<file path="config.mk">
export PLATFORM = sky130hd
export DESIGN_NAME = resize_src_pixel_responder
export DESIGN_NICKNAME = d
export VERILOG_FILES = /design/src/rtl/resize_src_pixel_responder.sv
export SDC_FILE = /design/constraint.sdc
export NUM_CORES = 1
export LEC_CHECK = 0
export CORE_MARGIN = 3
export CORE_UTILIZATION = 49
export CTS_BUF_LIST = sky130_fd_sc_hd__clkbuf_4 sky130_fd_sc_hd__clkbuf_8
export DETAILED_ROUTE_END_ITERATION = 12
export PLACE_DENSITY = 0.73
export SLEW_MARGIN = 20
export SYNTH_ARGS = -nofsm -noshare
export SYNTH_HDL_FRONTEND = slang
export SYNTH_SLANG_ARGS = --single-unit
</file>
<file path="constraint.sdc">
create_clock -name clk -period 7.5 [get_ports clk]
set_input_delay 1.5 -clock clk [delete_from_list [all_inputs] [get_ports clk]]
set_output_delay 1.5 -clock clk [all_outputs]
set_load 0.02 [all_outputs]
</file>
<file path="src/rtl/resize_src_pixel_responder.sv">
// Source-pixel responder for the resize engine: converts Q.FIXED request coordinates
// into a clamped frame-buffer address, fetches the pixel and returns it with its weights.
module resize_src_pixel_responder #(
  parameter int FIXED   = 11,
  parameter int COORD_W = 22,
  parameter int PIX_W   = 8,
  parameter int DIM_W   = 11,
  parameter int ADDR_W  = 22,
  parameter int MEM_LAT = 2
) (
  input  logic               clk,
  input  logic               rst_n,
  input  logic               start,
  input  logic [DIM_W-1:0]   src_width,
  input  logic [DIM_W-1:0]   src_height,
  input  logic               req_valid,
  output logic               req_ready,
  input  logic [COORD_W-1:0] req_x,
  input  logic [COORD_W-1:0] req_y,
  input  logic               req_last,
  output logic               mem_rd_en,
  output logic [ADDR_W-1:0]  mem_rd_addr,
  input  logic [PIX_W-1:0]   mem_rd_data,
  output logic               rsp_valid,
  input  logic               rsp_ready,
  output logic [PIX_W-1:0]   rsp_pix,
  output logic [FIXED-1:0]   rsp_frac_x,
  output logic [FIXED-1:0]   rsp_frac_y,
  output logic               rsp_last,
  output logic               busy,
  output logic               done,
  output logic               err_oob
);

  localparam int INT_W  = COORD_W - FIXED;
  localparam int CMP_W  = (INT_W > DIM_W) ? INT_W : DIM_W;
  localparam int PROD_W = 2 * DIM_W;
  localparam int CNT_W  = (MEM_LAT > 1) ? $clog2(MEM_LAT) : 1;
  localparam logic [CNT_W-1:0] CNT_LAST = CNT_W'(MEM_LAT - 1);

  typedef enum logic [2:0] {
    S_IDLE,
    S_READY,
    S_ISSUE,
    S_WAIT,
    S_HOLD,
    S_DONE
  } state_t;

  state_t state, state_nxt;

  logic [DIM_W-1:0]  width_q, height_q;
  logic [CNT_W-1:0]  cnt;
  logic [DIM_W-1:0]  ix_p0, iy_p0;
  logic [FIXED-1:0]  fx_p0, fy_p0;
  logic              last_p0;
  logic [PIX_W-1:0]  pix_p1;
  logic [PROD_W-1:0] addr_full;
  logic              acc, over_x, over_y, cap;

  function automatic logic exceeds(input logic [INT_W-1:0] c, input logic [DIM_W-1:0] lim);
    return CMP_W'(c) >= CMP_W'(lim);
  endfunction

  // Saturate an integer coordinate to the last valid pixel of the latched dimension.
  function automatic logic [DIM_W-1:0] clamp_coord(input logic [INT_W-1:0] c,
                                                   input logic [DIM_W-1:0] lim);
    if (exceeds(c, lim)) return lim - DIM_W'(1);
    return DIM_W'(c);
  endfunction

  assign acc    = (state == S_READY) && req_valid;
  assign over_x = exceeds(req_x[COORD_W-1:FIXED], width_q);
  assign over_y = exceeds(req_y[COORD_W-1:FIXED], height_q);
  assign cap    = (state == S_WAIT) && (cnt == CNT_LAST);

  always_ff @(posedge clk or negedge rst_n) begin
    if (!rst_n) state <= S_IDLE;
    else        state <= state_nxt;
  end

  always_comb begin
    state_nxt = state;
    req_ready = 1'b0;
    mem_rd_en = 1'b0;
    rsp_valid = 1'b0;
    done      = 1'b0;
    busy      = 1'b1;
    case (state)
      S_IDLE: begin
        busy = 1'b0;
        if (start) state_nxt = S_READY;
      end
      S_READY: begin
        req_ready = 1'b1;
        if (req_valid) state_nxt = S_ISSUE;
      end
      S_ISSUE: begin
        mem_rd_en = 1'b1;
        state_nxt = S_WAIT;
      end
      S_WAIT: begin
        if (cnt == CNT_LAST) state_nxt = S_HOLD;
      end
      S_HOLD: begin
        rsp_valid = 1'b1;
        if (rsp_ready) state_nxt = last_p0 ? S_DONE : S_READY;
      end
      S_DONE: begin
        done      = 1'b1;
        state_nxt = S_IDLE;
      end
      default: state_nxt = S_IDLE;
    endcase
  end

  always_ff @(posedge clk or negedge rst_n) begin
    if (!rst_n) begin
      width_q  <= '0;
      height_q <= '0;
      cnt      <= '0;
      err_oob  <= 1'b0;
    end else begin
      if (state == S_IDLE && start) begin
        width_q  <= src_width;
        height_q <= src_height;
        err_oob  <= 1'b0;
      end else if (acc && (over_x || over_y)) begin
        err_oob <= 1'b1;
      end
      if (state == S_ISSUE)     cnt <= '0;
      else if (state == S_WAIT) cnt <= cnt + CNT_W'(1);
    end
  end

  // p0: accepted request, clamped before the address multiply
  always_ff @(posedge clk) begin
    if (acc) begin
      ix_p0   <= clamp_coord(req_x[COORD_W-1:FIXED], width_q);
      iy_p0   <= clamp_coord(req_y[COORD_W-1:FIXED], height_q);
      fx_p0   <= over_x ? '0 : req_x[FIXED-1:0];
      fy_p0   <= over_y ? '0 : req_y[FIXED-1:0];
      last_p0 <= req_last;
    end
  end

  // p1: pixel captured MEM_LAT cycles after the read strobe
  always_ff @(posedge clk) begin
    if (cap) pix_p1 <= mem_rd_data;
  end

  assign addr_full   = PROD_W'(iy_p0) * PROD_W'(width_q) + PROD_W'(ix_p0);
  assign mem_rd_addr = mem_rd_en ? ADDR_W'(addr_full) : '0;

  // Data registers carry no reset, so outputs are qualified by their strobes.
  assign rsp_pix    = rsp_valid ? pix_p1  : '0;
  assign rsp_frac_x = rsp_valid ? fx_p0   : '0;
  assign rsp_frac_y = rsp_valid ? fy_p0   : '0;
  assign rsp_last   = rsp_valid ? last_p0 : 1'b0;

endmodule

</file>
==> results.md, run 1 <==
| Item | This run | Unit |
| --- | --- | --- |
| Total inserted antenna cells | 0 | - |
| Worst skew pair latency | 0.37 | ns |
| Core Area | 16900 | um^2 |
| Kind of critical path | reg -> out | - |
| CTS Hold Bufs | 0 | - |
| Most common cell after layout, fill and taps aside | sky130_fd_sc_hd__inv_1 | - |
| WL final | 21100 | um |
| Peak clock frequency supported by timing | 0.138 | GHz |
| Wire length of the first global-routing pass | 34400 | um |
| CP endpoint kind | primary output | - |
| Final Max Tran Viols | 0 | - |
| Vias in the first global route | 6759 | - |
| HPWL after detailed placement | 16900 | um |
| Cell at the root of the clock tree | sky130_fd_sc_hd__clkbuf_8 | - |
| Crit Path Max Fanout | 7 | - |
| Number of standard cells after synthesis | 926 | - |
| Total number of clock tree sinks | 80 | - |
| Post-synthesis instance area | 8640 | um^2 |
| Min Clock Period, post-route | 7.26 | ns |
| Synthesis Warnings | 0 | - |
| Flop2flop setup slack | 4.56 | ns |
| Worst endpoint data arrival time | 5.76 | ns |
| M3 GR Usage | 5.59 | % |
| Total clock buffers created by CTS | 9 | - |
| Number of ports placed on the die boundary | 139 | - |
| Share of synthesized registers carrying an async set or reset | 33.8 | % |
| Terminus of the critical flop-to-flop path | ix_p0[6] | - |
| Final weighted congestion in routability-driven placement | 0.863 | - |
| Synthesized area divided by synthesized cell count | 9.33 | um^2 |
| Commonest cells after routing, fill and taps aside | sky130_fd_sc_hd__inv_1, sky130_fd_sc_hd__clkdlybuf4s50_1, sky130_fd_sc_hd__nand2_1 | - |
| Nets | 1319 | - |
| Flip-flop and latch count after synthesis | 80 | - |
| TritonCTS clock tree | built | - |
| Maximum Capacitance Violations | 0 | - |
| Utilization of the core after routing | 62.8 | % |
| Sum of negative setup slack | 0 | ns |
| Die width | 139 | um |
| Starting Density | 51.0 | % |
| Post-Route Skew | 0.0135 | ns |
| Worst Hold End | cnt | - |
| Avg Vias per Cell | 5.26 | - |
| Transition time of the tightest slew-check pin | 1.09 | ns |
| Layout cell share with drive strength beyond 1 | 8.14 | % |
| Vert. Die Dim | 139 | um |
| Detailed Routing Iterations Pass 1 | 5 | - |
| Primary FF master, synth | sky130_fd_sc_hd__edfxtp_1 | - |
| Number of flops mapped to enable cells by yosys | 53 | - |
| Total GRT Usage | 21.9 | % |
| GR met2 Demand/Resource | 34.3 | % |
| Max-Slew Margin vs Limit | 27.6 | % |
| Worst reg2reg path depth | 9 | - |
| Hold wc startpoint | cnt | - |
| Setup slack of the critical path after layout | 0.238 | ns |
| Final worst path period share | 96.8 | % |
| Port Buffers | 138 | - |
| Area delta synth->final | 23.2 | % |
| Combined area of the multi-input logic cells | 5580 | um^2 |
| Register Area | 2280 | um^2 |
| Cells on Worst Hold Path | 2 | - |
| Number of buffers on the longest clock path | 2 | - |
| Number of nets with antenna violations after routing | 0 | - |
| Number of rows created at floorplan | 47 | - |
| Remaining Overflow, GRT | 0 | - |
| Reg2Reg Launch Point | width_q[1] | - |
| Pre-CTS setup slack | 0.226 | ns |
| Net count of the mapped netlist | 1181 | - |
| Final Hold Viols | 0 | - |
| Total of endpoints with negative setup slack in the final report | 0 | - |
| Met1 usage in global routing | 30.6 | % |
| DRC | 0 | - |
| Clock edge transition at the registers on the reported setup and hold paths | 0.09 | ns |
| Data required time of the critical path | 6.00 | ns |
| H-tree levels | 3 | - |
| Initial antenna violation count | 0 | - |
| Largest net degree at the start of global routing | 47 | - |
| Class of the most critical hold timing path | reg -> reg | - |
| Worst setup SP type | flop | - |
| Number of distinct standard cells referenced by the synthesized netlist | 45 | - |
| Detailed Route Iter0 Violations | 396 | - |
| Total number of vias | 6774 | - |
| Wire per inst | 16.4 | um |
| Sequential cell area fraction in the yosys report | 26.2 | % |
| Busiest metal layer after global routing | met2 | - |
| DIE AREA | 19300 | um^2 |
| Status | finished clean | - |
| # fillers | 1397 | - |
==> what timing repair did <==
| item | in CTS | in global routing |
|---|---|---|
| resized for setup | 3 | 14 |
| setup endpoints to repair | 2 | 9 |
| pin swaps | 1 | 1 |
| cloned | 0 | 0 |
| setup buffers | 1 | 20 |
==> logic make-up (layout without fill, tap and decap cells) <==
kind of cell	count (synthesis)	after routing	share of synthesized area, %
and+or+nand+nor	304	304	17.9
muxes	26	26	3.27
DFF	80	80	26.2
xor gates and xnor gates	29	29	2.94
buffers and inverters	211	354	9.34
AOI/OAI and AO/OA	101	101	7.00
adders and majority gates	175	175	33.3
==> critical path, cell delays in order, from the launching register on <==
cell and delay, ns:
sky130_fd_sc_hd__edfxtp_1 0.51, sky130_fd_sc_hd__clkbuf_2 0.20, sky130_fd_sc_hd__and2_1 0.18, sky130_fd_sc_hd__fa_1 0.50, sky130_fd_sc_hd__inv_1 0.05, sky130_fd_sc_hd__fa_1 0.48, sky130_fd_sc_hd__inv_1 0.06, sky130_fd_sc_hd__fa_1 0.53
sky130_fd_sc_hd__inv_1 0.05, sky130_fd_sc_hd__fa_1 0.52, sky130_fd_sc_hd__inv_1 0.04, sky130_fd_sc_hd__ha_1 0.29, sky130_fd_sc_hd__ha_2 0.40, sky130_fd_sc_hd__nand4_1 0.16, sky130_fd_sc_hd__a211oi_2 0.29, sky130_fd_sc_hd__a41oi_1 0.19
sky130_fd_sc_hd__a21o_1 0.21, sky130_fd_sc_hd__a21oi_1 0.11, sky130_fd_sc_hd__clkdlybuf4s50_1 0.62
==> worst max-delay path by stage <==
stage                            from               to  slack (ns)  cells past startpoint
after detailed placement   width_q[5]  mem_rd_addr[20]        0.23                     16
after CTS                 width_q[10]  mem_rd_addr[19]        0.04                     17
after global routing         iy_p0[6]  mem_rd_addr[18]      -0.008                     16
after global placement       iy_p0[2]  mem_rd_addr[20]        0.34                     15
final                        iy_p0[6]  mem_rd_addr[18]        0.24                     18
after floorplan            width_q[4]  mem_rd_addr[20]        0.94                     16
==> through the flow <==
stage,cells,area (um^2),hold WS [ns]
after floorplan,926,8640,0.484
after global placement,1252,10200,0.521
after detailed placement,1252,10200,0.537
after CTS,1269,10500,0.553
after global routing,1289,10600,0.576
final,1289,10600,0.554
==> flip-flops by register name, summed over array words and instances (netlist names) <==
register  cells
cnt           1
err_oob       1
fx_p0        11
fy_p0        11
height_q     11
ix_p0        11
iy_p0        11
last_p0       1
pix_p1        8
state         3
width_q      11
==> Yosys cell counts, types with 4 or more instances <==
cell type | instances | area share, %
sky130_fd_sc_hd__o21ai_0 | 36 | 2.1
sky130_fd_sc_hd__a21oi_1 | 27 | 1.6
sky130_fd_sc_hd__nand4_1 | 11 | 0.80
sky130_fd_sc_hd__clkbuf_1 | 42 | 1.8
sky130_fd_sc_hd__nand3_1 | 4 | 0.23
sky130_fd_sc_hd__xor2_1 | 11 | 1.1
sky130_fd_sc_hd__edfxtp_1 | 53 | 18
sky130_fd_sc_hd__a21o_1 | 8 | 0.70
sky130_fd_sc_hd__nor2_1 | 28 | 1.2
sky130_fd_sc_hd__ha_1 | 84 | 12
sky130_fd_sc_hd__a31oi_1 | 4 | 0.29
sky130_fd_sc_hd__and2_1 | 79 | 5.7
sky130_fd_sc_hd__and3_1 | 36 | 2.6
sky130_fd_sc_hd__nand2_1 | 121 | 5.3
sky130_fd_sc_hd__xnor2_1 | 18 | 1.8
sky130_fd_sc_hd__mux2_2 | 18 | 2.3
sky130_fd_sc_hd__dfrtp_1 | 27 | 7.8
sky130_fd_sc_hd__mux2i_1 | 8 | 0.93
sky130_fd_sc_hd__nor3_1 | 6 | 0.35
sky130_fd_sc_hd__a211oi_1 | 6 | 0.52
sky130_fd_sc_hd__inv_1 | 164 | 7.1
sky130_fd_sc_hd__nand3b_1 | 4 | 0.35
sky130_fd_sc_hd__o211ai_1 | 6 | 0.52
sky130_fd_sc_hd__fa_1 | 91 | 21
==> cell type report <==
class                   count  share of cell area, %
multi-input cells         635                   52.5
clock inverters             7                   1.10
repair buffers            174                   15.5
flip-flops and latches     80                   21.4
inverters                 164                   5.78
well taps                 220                   2.59
clock buffers               9                   1.16
==> per-layer routing <==
metal | part of all wire [%] | vias up
met4 | 1.9 | 0
met1 | 44 | 3274
met3 | 7.9 | 30
li1 | - | 3246
met5 | 0 | -
met2 | 46 | 224
Power of run 1 is left out: the tool's default activity adds up to more than one toggle a clock period on the data nets, which glitch-free logic cannot reach.
==> run 2: changes to the inputs <==
Settings changed: SLEW_MARGIN 20 to unset.
==> results of run 2 <==
No change in the layout: final DEF, timing and power equal those of run 1.
Power of run 2 is left out for the same reason.
==> run 3: changes to the inputs <==
Settings changed: CAP_MARGIN set to 20, CTS_CLUSTER_SIZE set to 28.
==> results of run 3 <==
No change in the layout: final DEF, timing and power equal those of run 1.
Power of run 3 is left out for the same reason.
